### src/rtl/uart_block_assembler.sv
// Packs UART bytes into a BLOCK_BYTES-wide block, first byte in the top byte,
// and holds the block on a valid/ready handshake until the consumer takes it.
module uart_block_assembler #(
    parameter int BLOCK_BYTES    = 16,
    parameter int TIMEOUT_CYCLES = 208_334
) (
    input  logic                               clock_fpga,
    input  logic                               reset,
    input  logic [7:0]                         rx_data,
    input  logic                               rx_valid,
    output logic [8*BLOCK_BYTES-1:0]           block_data,
    output logic                               block_valid,
    input  logic                               block_ready,
    output logic [$clog2(BLOCK_BYTES+1)-1:0]   byte_count,
    output logic                               overrun,
    output logic                               timeout_err,
    output logic                               dbg_state
);
    localparam int W  = 8 * BLOCK_BYTES;
    localparam int CW = $clog2(BLOCK_BYTES + 1);
    localparam int IW = $clog2(TIMEOUT_CYCLES + 1);
    localparam logic [CW-1:0] LAST_BYTE = CW'(BLOCK_BYTES - 1);
    localparam logic [IW-1:0] IDLE_MAX  = IW'(TIMEOUT_CYCLES - 1);

    // Handshake: block_data is transferred on a rising clock_fpga edge where
    // block_valid & block_ready are both high; block_valid never drops before that.
    typedef enum logic {S_COLLECT = 1'b0, S_HOLD = 1'b1} state_t;

    state_t          state_q, state_d;
    logic [W-1:0]    data_q, data_d;
    logic            valid_q, valid_d;
    logic [CW-1:0]   count_q, count_d;
    logic [IW-1:0]   idle_q, idle_d;
    logic            overrun_q, overrun_d;
    logic            timeout_q, timeout_d;

    always_comb begin
        state_d   = state_q;
        data_d    = data_q;
        valid_d   = valid_q;
        count_d   = count_q;
        idle_d    = idle_q;
        overrun_d = 1'b0;
        timeout_d = 1'b0;
        case (state_q)
            S_COLLECT: begin
                if (rx_valid) begin
                    data_d  = {data_q[W-9:0], rx_data};
                    count_d = count_q + CW'(1);
                    idle_d  = '0;
                    if (count_q == LAST_BYTE) begin
                        state_d = S_HOLD;
                        valid_d = 1'b1;
                    end
                end else if (count_q != '0) begin
                    // A stalled partial block is thrown away so a resync starts clean.
                    if (idle_q == IDLE_MAX) begin
                        count_d   = '0;
                        data_d    = '0;
                        idle_d    = '0;
                        timeout_d = 1'b1;
                    end else begin
                        idle_d = idle_q + IW'(1);
                    end
                end else begin
                    idle_d = '0;
                end
            end
            S_HOLD: begin
                idle_d = '0;
                if (block_ready) begin
                    state_d = S_COLLECT;
                    valid_d = 1'b0;
                    data_d  = '0;
                    count_d = '0;
                    if (rx_valid) begin
                        data_d[7:0] = rx_data;
                        count_d     = CW'(1);
                    end
                end else if (rx_valid) begin
                    overrun_d = 1'b1;
                end
            end
            default: state_d = S_COLLECT;
        endcase
    end

    always_ff @(posedge clock_fpga or posedge reset) begin
        if (reset) begin
            state_q   <= S_COLLECT;
            data_q    <= '0;
            valid_q   <= 1'b0;
            count_q   <= '0;
            idle_q    <= '0;
            overrun_q <= 1'b0;
            timeout_q <= 1'b0;
        end else begin
            state_q   <= state_d;
            data_q    <= data_d;
            valid_q   <= valid_d;
            count_q   <= count_d;
            idle_q    <= idle_d;
            overrun_q <= overrun_d;
            timeout_q <= timeout_d;
        end
    end

    assign block_data  = data_q;
    assign block_valid = valid_q;
    assign byte_count  = count_q;
    assign overrun     = overrun_q;
    assign timeout_err = timeout_q;
    assign dbg_state   = state_q;
endmodule

### config.mk
export PLATFORM = sky130hd
export DESIGN_NAME = uart_block_assembler
export DESIGN_NICKNAME = d
export VERILOG_FILES = /design/src/rtl/uart_block_assembler.sv
export SDC_FILE = /design/constraint.sdc
export NUM_CORES = 1
export LEC_CHECK = 0
export BUFFER_PORTS_ARGS = -buffer_cell sky130_fd_sc_hd__buf_2
export CAP_MARGIN = 25
export CORE_MARGIN = 2
export CORE_UTILIZATION = 50
export CTS_BUF_LIST = sky130_fd_sc_hd__clkbuf_4 sky130_fd_sc_hd__clkbuf_8
export DETAILED_ROUTE_END_ITERATION = 10
export GPL_ROUTABILITY_DRIVEN = 0
export MAX_ROUTING_LAYER = met4
export PLACE_DENSITY = 0.79
export SLEW_MARGIN = 20
export SYNTH_ARGS = -nofsm -noshare
export SYNTH_HDL_FRONTEND = slang
export SYNTH_SLANG_ARGS = --single-unit
### constraint.sdc
create_clock -name clock_fpga -period 4.6 [get_ports clock_fpga]
set_input_delay 0.23 -clock clock_fpga [delete_from_list [all_inputs] [get_ports clock_fpga]]
set_output_delay 0.23 -clock clock_fpga [all_outputs]
set_load 0.02 [all_outputs]
==> results_dict.tcl, run 1 <==
set metrics [dict create \
    p_int_w 0.002646 \
    min_period_ns 2.714 \
    layout-drive-gt1-share_pct 32.17 \
    rrSetupSlack_ns 1.89 \
    wl_um 13920 \
    overflow 0 \
    grt_util_met3_pct 5.135 \
    seqCellArea_mm2 0.003879 \
    gr-usage-met2_pct 33.33 \
    coreArea_mm2 0.01191 \
    arrival_ns 3.08 \
    drt_first_pass_iters 5 \
    avgSynthCellArea_um2 13.26 \
    ys_seq_elements 155 \
    cp-end-kind "flop" \
    cts_hold_buffers 0 \
    multi_input_area_mm2 0.001973 \
    n_fill_cell 950 \
    die_w_um 114.1 \
    path_clk_slew_ns 0.08 \
    nets 608 \
    synth_edf_count 0 \
    drc_errors 0 \
    p_switching_w 0.001631 \
    cts.sinks 155 \
    rsz0062_at_grt "false" \
    use_met1_pct 31.25 \
    drt-initial-drc-count 471 \
    p_per_area_mw_per_mm2 596.2 \
    synth.yosys.seq_area_share_pct 64.02 \
    num_antenna_cells 0 \
    hp-class "in2async" \
    p_seq_share_pct 48.2 \
    synth_nets 474 \
    drv_slew 0 \
    r2r-start "dbg_state" \
    tritoncts "built" \
    synth_area_leaders "dfrtp_1 64%, a22o_1 18%, clkbuf_1 1.6%" \
    rows 40 \
    crit_fanout 124 \
    start_kind "flop" \
    cts_setup_buffers 0 \
    die_y_um 114.1 \
    layout_common_cells "155 x dfrtp_1, 148 x buf_2, 123 x a22o_1" \
    vias_per_cell 6.033 \
    hold_viol 15 \
    fmax_mhz 368.5 \
    synth_area_mm2 0.006058 \
    worstMarginPinSlew_ns 0.9945 \
    area_delta_synth_final_pct 18.42 \
    r2r_end "block_data[121]" \
    required_ns 4.97 \
    fin_tns_setup_ns 0 \
    cts.path.max_buffers 2 \
    grt_pass1_vias 4160 \
    cp-startpoint "dbg_state" \
    r2r_cells 5 \
    finalClockSkew_ns 0.007792 \
    setup_viol 0 \
    worst-setup-path-type "reg2reg" \
    antenna_found_initial 0 \
    finalCritPeriodShare_pct 58.99 \
    endpoint "block_data[121]" \
    grt_max_degree 125 \
    grt_busiest_layer "met2" \
    violations "hold timing" \
    place_hpwl_um 9110 \
    start_util_pct 50.86 \
    swShare_pct 38.14 \
    p_clk_share_pct 20.1 \
    max_slew_margin_pct 33.70 \
    syn_inst 457 \
    post-synth-top-area-cell "dfrtp_1" \
    synth_flop_cell "dfrtp_1" \
    wl_per_cell_um 18.64 \
    whs_ns -0.03306 \
    leakagePower_nw 3.678 \
    dieArea_mm2 0.01301 \
    synth_cell_types 38 \
    io_buffer_count 148 \
    p_comb_share_pct 31.7 \
    cts_root_buffer "clkbuf_8" \
    insertion_delay_ns 0.44 \
    htree_levels 4 \
    synthArstFlopShare_pct 100.0 \
    ant_nets 0 \
    via_count 4507 \
    status "finished, violations left" \
    cts_resized 0 \
    drv_cap 0 \
    ioPinCount 149 \
    grtUsageTotal_pct 22.77 \
    mostFrequentLayoutCell "dfrtp_1" \
    synth_top_cell_area_share_pct 64.02 \
    irDropWorstVdd_mv 0.2428 \
    numCtsBuffers 17 \
    ys_warn_count 0 \
    grt_first_pass_wirelength_um 22430 \
]
[synth_stat cells, types with 2 or more instances]
cell,number
nor3_1,3
xor2_1,7
buf_6,7
a21o_1,2
nor2_1,21
o21ai_0,10
and2_1,4
ha_1,5
inv_1,9
and3_1,2
nand3_1,8
a31o_2,8
nand4_1,6
a21oi_1,5
nand2_1,16
dfrtp_1,155
xnor2_1,8
and4_1,3
nor2b_1,2
clkbuf_1,26
buf_2,3
a22oi_1,8
nor4b_1,2
a22o_1,123
[layer usage]
metal	vias to the layer above	share of wire, %
li1	1990	-
met5	-	0
met3	25	6.4
met1	2299	43
met2	193	48
met4	0	2.2
[logic make-up after synthesis]
| logic type | count (synthesis) | synth area share [%] |
|---|---|---|
| xor gates and xnor gates | 15 | 2.169 |
| AOI/OAI and AO/OA | 161 | 22.16 |
| DFF | 155 | 64.02 |
| muxes | 1 | 0.1652 |
| buffers and inverters | 45 | 3.717 |
| and+or+nand+nor | 75 | 6.733 |
| adders and majority gates | 5 | 1.033 |
[registers in the layout, summed over array words and instances, names as in the netlist]
name / flops
block_data: 128
dbg_state: 1
overrun: 1
idle_q: 18
timeout_err: 1
byte_count: 5
block_valid: 1
[through the flow]
step	util (%)	cell area (um^2)	std cells	setup WS (ns)	power, W
final	60.23	7174	747	1.886	0.004277
after global routing	60.23	7174	747	1.713	0.004505
after CTS	60.23	7174	747	1.945	0.004308
after detailed placement	57.51	6850	719	1.962	0.003442
after global placement	57.51	6850	719	2.135	0.003395
after floorplan	-	6058	457	0.1918	0.002899
[power groups by stage]
| stage | sequential, W | combinational (W) | clock [W] |
|---|---|---|---|
| 2_1_floorplan | 0.00243 | 0.000472 | 0 |
| 3_3_place_gp | 0.00206 | 0.00133 | 0 |
| 3_5_place_dp | 0.00208 | 0.00136 | 0 |
| 4_1_cts | 0.00206 | 0.00137 | 0.000883 |
| 5_1_grt | 0.00211 | 0.00145 | 0.000940 |
| 6_report | 0.00206 | 0.00136 | 0.000861 |
[critical path, cell delays in order, from the launching register on]
cell	delay (ns)
dfrtp_1	0.67
nor2b_1	0.64
nor2_1	0.23
a311oi_4	0.35
buf_12	0.42
a22o_1	0.22
[worst min-delay path by stage]
stage / from / slack (ns) / depth (start not counted) / end
6_report: reset / -0.03 / 2 / block_data[117]
5_1_grt: block_ready / 0.03 / 2 / block_valid
4_1_cts: reset / 0.01 / 2 / block_data[117]
3_5_place_dp: block_data[127] / 0.48 / 1 / block_data[127]
3_3_place_gp: reset / 0.48 / 2 / block_data[116]
2_1_floorplan: block_ready / 0.34 / 1 / block_valid
[final cells by class]
class | instances | share of cell area [%]
clock buffer | 21 | 3.854
clock inverter | 7 | 0.6627
inverter | 9 | 0.5406
multi-input combinational | 257 | 27.50
sequential | 155 | 54.06
tap | 147 | 2.564
timing repair buffer | 151 | 10.81
(Power assumes the default switching activity.)
==> inputs of run 2 (changes only) <==
--- a/config.mk
+++ b/config.mk
@@ -8,12 +8,12 @@
 export BUFFER_PORTS_ARGS = -buffer_cell sky130_fd_sc_hd__buf_2
 export CAP_MARGIN = 25
 export CORE_MARGIN = 2
-export CORE_UTILIZATION = 50
+export CORE_UTILIZATION = 55
 export CTS_BUF_LIST = sky130_fd_sc_hd__clkbuf_4 sky130_fd_sc_hd__clkbuf_8
 export DETAILED_ROUTE_END_ITERATION = 10
 export GPL_ROUTABILITY_DRIVEN = 0
 export MAX_ROUTING_LAYER = met4
-export PLACE_DENSITY = 0.79
+export PLACE_DENSITY = 0.82
 export SLEW_MARGIN = 20
 export SYNTH_ARGS = -nofsm -noshare
 export SYNTH_HDL_FRONTEND = slang
==> constraint.sdc (replaced) <==
create_clock -name clock_fpga -period 2.5 [get_ports clock_fpga]
set_input_delay 0.125 -clock clock_fpga [delete_from_list [all_inputs] [get_ports clock_fpga]]
set_output_delay 0.125 -clock clock_fpga [all_outputs]
set_load 0.02 [all_outputs]
==> run 2 against run 1 <==
- the flow now finishes without violations
- cell count increased by 0.40%
- clock skew increased by 0.0049 ns
- flip-flop and latch count unchanged
- critical endpoint is now byte_count[3]
==> results_dict.tcl, run 2 (same netlist as run 1, synthesis figures left out) <==
set metrics [dict create \
    status "complete, no violations" \
    drv_slew 0 \
    area_delta_synth_final_pct 21.66 \
    die_y_um 109.0 \
    cts.path.max_buffers 2 \
    finalCritPeriodShare_pct 91.85 \
    setup_viol 0 \
    cp-startpoint "idle_q[1]" \
    rsz0062_at_grt "false" \
    start_kind "flop" \
    hold_start "rx_data[7]" \
    place_hpwl_um 9378 \
    die_w_um 109.0 \
    drv_cap 0 \
    tritoncts "built" \
    numCtsBuffers 17 \
    fin_tns_setup_ns 0 \
    cts_root_buffer "clkbuf_8" \
    crit_fanout 65 \
    overflow 0 \
    insertion_delay_ns 0.44 \
    leakagePower_nw 3.769 \
    ioPinCount 149 \
    layout-drive-gt1-share_pct 32.95 \
    largest_reg_flops 128 \
    r2r-start "idle_q[1]" \
    layout_common_cells "155 x dfrtp_1, 148 x buf_2, 123 x a22o_1" \
    arrival_ns 2.62 \
    required_ns 2.82 \
    rows 38 \
    path_clk_slew_ns 0.08 \
    p_per_area_mw_per_mm2 1129 \
    wl_um 13960 \
    mostFrequentLayoutCell "dfrtp_1" \
    grtUsageTotal_pct 24.94 \
    htree_levels 4 \
    cp-end-kind "flop" \
    wl_per_cell_um 18.61 \
    cts.sinks 155 \
    worstMarginPinSlew_ns 0.7212 \
    drt-initial-drc-count 428 \
    grt_max_degree 75 \
    irDropWorstVdd_mv 0.7129 \
    start_util_pct 56.13 \
    num_antenna_cells 0 \
    worst-setup-path-type "reg2reg" \
    via_count 4525 \
    fmax_mhz 435.5 \
    dieArea_mm2 0.01187 \
    drt_first_pass_iters 6 \
    hold_viol 0 \
    min_period_ns 2.296 \
    grt_pass1_vias 4292 \
    drc_errors 0 \
    ant_nets 0 \
    hp-class "in2reg" \
    grt_first_pass_wirelength_um 21940 \
    io_buffer_count 148 \
    vias_per_cell 6.033 \
    whs_ns 0.02978 \
    antenna_found_initial 0 \
    nets 616 \
    max_slew_margin_pct 51.92 \
    n_fill_cell 751 \
    finalClockSkew_ns 0.01274 \
    coreArea_mm2 0.01079 \
]
[run 2: cell count changes in the layout (fill, tap and decap cells not counted)]
cell / delta
bufinv_16: +4
clkinvlp_4: +2
clkinv_4: -2
clkinv_2: -2
clkbuf_8: -1
dlygate4sd3_1: +2
buf_4: +3
inv_6: +1
buf_12: +3
[run 2: final cells by class]
class	count	area (um^2)	area share [%]
inverter	9	37.54	0.5093
sequential	155	3879	52.62
timing repair buffer	159	878.3	11.92
clock inverter	10	165.2	2.241
clock buffer	20	262.8	3.565
tap	140	175.2	2.377
multi-input combinational	257	1973	26.77
[run 2: worst paths after layout]
check	cells after the start	slack, ns	end
min	4	0.03	block_data[7]
max reg2reg	7	0.20	byte_count[3]
min in group asynchronous	3	0.30	idle_q[2]
min reg2reg	1	0.50	block_data[124]
max	7	0.20	byte_count[3]
max in group asynchronous	4	1.54	block_data[51]
[run 2: stage by stage]
stage,setup WS [ns],power (W),util [%],area [um^2],cells
finish,0.2037,0.008323,68.29,7371,750
floorplan,0.3464,0.005335,-,6062,457
CTS,0.2083,0.008372,68.29,7371,750
detailed placement,0.2291,0.006351,64.14,6923,718
global route,0.06109,0.008749,68.29,7371,750
global placement,0.2708,0.006252,64.14,6923,718
[run 2: layer usage]
layer	global-route usage [%]	part of all wire [%]	vias to the layer above
li1	-	-	1993
met5	-	0	-
met2	39.26	50	192
met1	32.58	42	2316
met4	7.784	1.2	0
met3	5.559	6.7	24
[run 2: timing repair]
item	in CTS	in global routing
hold buffers	2	0
hold endpoints to repair	21	0
resized for setup	0	0
setup buffers	0	0
[run 2: power breakdown]
group	internal (W)	leakage (nW)	switching [W]	total, W
registers	0.00316	2.03	0.000628	0.00379
logic	0.000997	1.53	0.00153	0.00252
clock network	0.00113	0.209	0.000885	0.00202
[run 2: worst max-delay path, cell delays in order (launching register included)]
cell	delay (ns)
dfrtp_1	0.42
inv_1	0.07
ha_1	0.12
or4b_1	0.48
nor4_4	0.38
a311oi_4	0.20
buf_12	0.25
a22o_1	0.25
==> inputs of run 3 (changes only) <==
--- a/config.mk
+++ b/config.mk
@@ -10,6 +10,7 @@
 export CORE_MARGIN = 2
 export CORE_UTILIZATION = 55
 export CTS_BUF_LIST = sky130_fd_sc_hd__clkbuf_4 sky130_fd_sc_hd__clkbuf_8
+export CTS_CLUSTER_SIZE = 20
 export DETAILED_ROUTE_END_ITERATION = 10
 export GPL_ROUTABILITY_DRIVEN = 0
 export MAX_ROUTING_LAYER = met4
==> constraint.sdc (replaced) <==
create_clock -name clock_fpga -period 2.5 [get_ports clock_fpga]
set_input_delay 0.375 -clock clock_fpga [delete_from_list [all_inputs] [get_ports clock_fpga]]
set_output_delay 0.375 -clock clock_fpga [all_outputs]
set_load 0.02 [all_outputs]
==> run 3 against run 2 <==
- first-iteration DRC count is 21% lower
- sequential power barely moved
- flip-flop and latch count is the same
- maximum frequency down 1.3%
- clock power about the same
- largest cell class unchanged
- largest power group unchanged
==> results_dict.tcl, run 3 (same netlist as run 1, synthesis figures left out) <==
set metrics [dict create \
    grt_pass1_vias 4122 \
    wl_met2_um 6511 \
    num_antenna_cells 0 \
    cts.sinks 155 \
    arrival_ns 2.65 \
    top_layer_used "met4" \
    finalCritPeriodShare_pct 93.04 \
    cts_resized 0 \
    dpl_cell_area_mm2 0.006890 \
    grt_max_degree 156 \
    finalClockSkew_ns 0.01188 \
    drt-initial-drc-count 336 \
    cts_root_buffer "clkbuf_8" \
    via_count 4427 \
    antenna_found_initial 0 \
    met3_length_um 782 \
    die_w_um 109.0 \
    min_period_ns 2.326 \
    crit_fanout 51 \
    layout_setup_ws_ns 0.1741 \
    place_ws_ns 0.1604 \
    hold_viol 0 \
    area_delta_synth_final_pct 20.86 \
    ioPinCount 149 \
    wl_per_cell_um 18.37 \
    dieArea_mm2 0.01187 \
    hp-class "in2async" \
    layout-drive-gt1-share_pct 33.17 \
    drt-met1-wl_um 6284 \
    largest_reg_flops 128 \
    n_fill_cell 796 \
    numCtsBuffers 17 \
    status "complete, no violations" \
    cp-end-kind "flop" \
    layout_common_cells "155 x dfrtp_1, 148 x buf_2, 123 x a22o_1" \
    drv_slew 0 \
    die_y_um 109.0 \
    required_ns 2.83 \
    fin_area_mm2 0.007322 \
    nets 613 \
    p_per_area_mw_per_mm2 1133 \
    rows 38 \
    io_buffer_count 148 \
    htree_levels 4 \
    finalPower_w 0.008298 \
    rsz0062_at_grt "false" \
    insertion_delay_ns 0.44 \
    start_kind "flop" \
    drt_first_pass_iters 5 \
    start_util_pct 56.13 \
    drv_cap 0 \
    overflow 0 \
    final_util_pct 67.84 \
    path_clk_slew_ns 0.09 \
    grtUsageTotal_pct 24.49 \
    cts.path.max_buffers 2 \
    irDropWorstVdd_mv 0.6738 \
    drc_errors 0 \
    max_slew_margin_pct 46.22 \
    vias_per_cell 5.911 \
    place_hpwl_um 8954 \
    coreArea_mm2 0.01079 \
    fin_tns_setup_ns 0 \
    leakagePower_nw 3.739 \
    worstMarginPinSlew_ns 0.8067 \
    tritoncts "built" \
    rrSetupSlack_ns 0.17 \
    ant_nets 0 \
    cts_setup_buffers 0 \
    worst-setup-path-type "reg2reg" \
    wl_um 13760 \
    setup_viol 0 \
    fmax_mhz 429.9 \
    grt_first_pass_wirelength_um 21710 \
    mostFrequentLayoutCell "dfrtp_1" \
    cts_hold_buffers 0 \
]
run 3: cell count changes in the layout (fill, tap and decap cells not counted), sizes merged:
| cell | previous run | this run |
|---|---|---|
| bufinv | 4 | 3 |
| buf | 157 | 156 |
| dlygate4sd3 | 2 | 0 |
| clkinvlp | 4 | 6 |
| clkinv | 1 | 2 |
run 3: worst max-delay path: stages (launching register included):
cell      delay [ns]
dfrtp_1         0.41
inv_1           0.07
ha_1            0.12
or4b_1          0.48
nor4_4          0.38
a311oi_4        0.18
buf_4           0.32
a22o_1          0.25
run 3: area by class of cell:
type	instances	area, um^2	share of cell area, %
clock inverter	12	162.7	2.221
clock buffer	20	269.0	3.674
timing repair buffer	156	825.8	11.28
inverter	9	37.54	0.5126
sequential	155	3879	52.97
multi-input combinational	257	1973	26.95
tap	140	175.2	2.392
run 3: worst paths after layout:
check                                 from               to  cells past startpoint
max                              idle_q[1]  block_data[125]                      7
min                                  reset  block_data[126]                      3
max reg2reg                      idle_q[1]  block_data[125]                      7
min reg2reg                block_data[127]  block_data[127]                      1
max in group asynchronous            reset        idle_q[9]                      3
min in group clock_fpga        block_ready      block_valid                      2
run 3: power breakdown:
part           leakage, nW  total, W  switching [W]  internal [W]
Sequential            2.03   0.00378       0.000625       0.00316
Combinational         1.50   0.00252        0.00152      0.000991
Clock                0.202   0.00200       0.000941       0.00106
Total                 3.74   0.00830        0.00309       0.00521
run 3: routing by layer:
metal	vias to the layer above	track usage (%)
li1	2000	-
met1	2258	35.71
met2	152	34.29
met3	17	5.619
met4	0	7.784
met5	-	-
run 3: metrics by stage:
step | std cells | hold slack, ns
4_1_cts | 749 | 0.1742
6_report | 749 | 0.1404
3_3_place_gp | 717 | 0.4775
2_1_floorplan | 457 | 0.4791
5_1_grt | 749 | 0.2018
3_5_place_dp | 717 | 0.4845
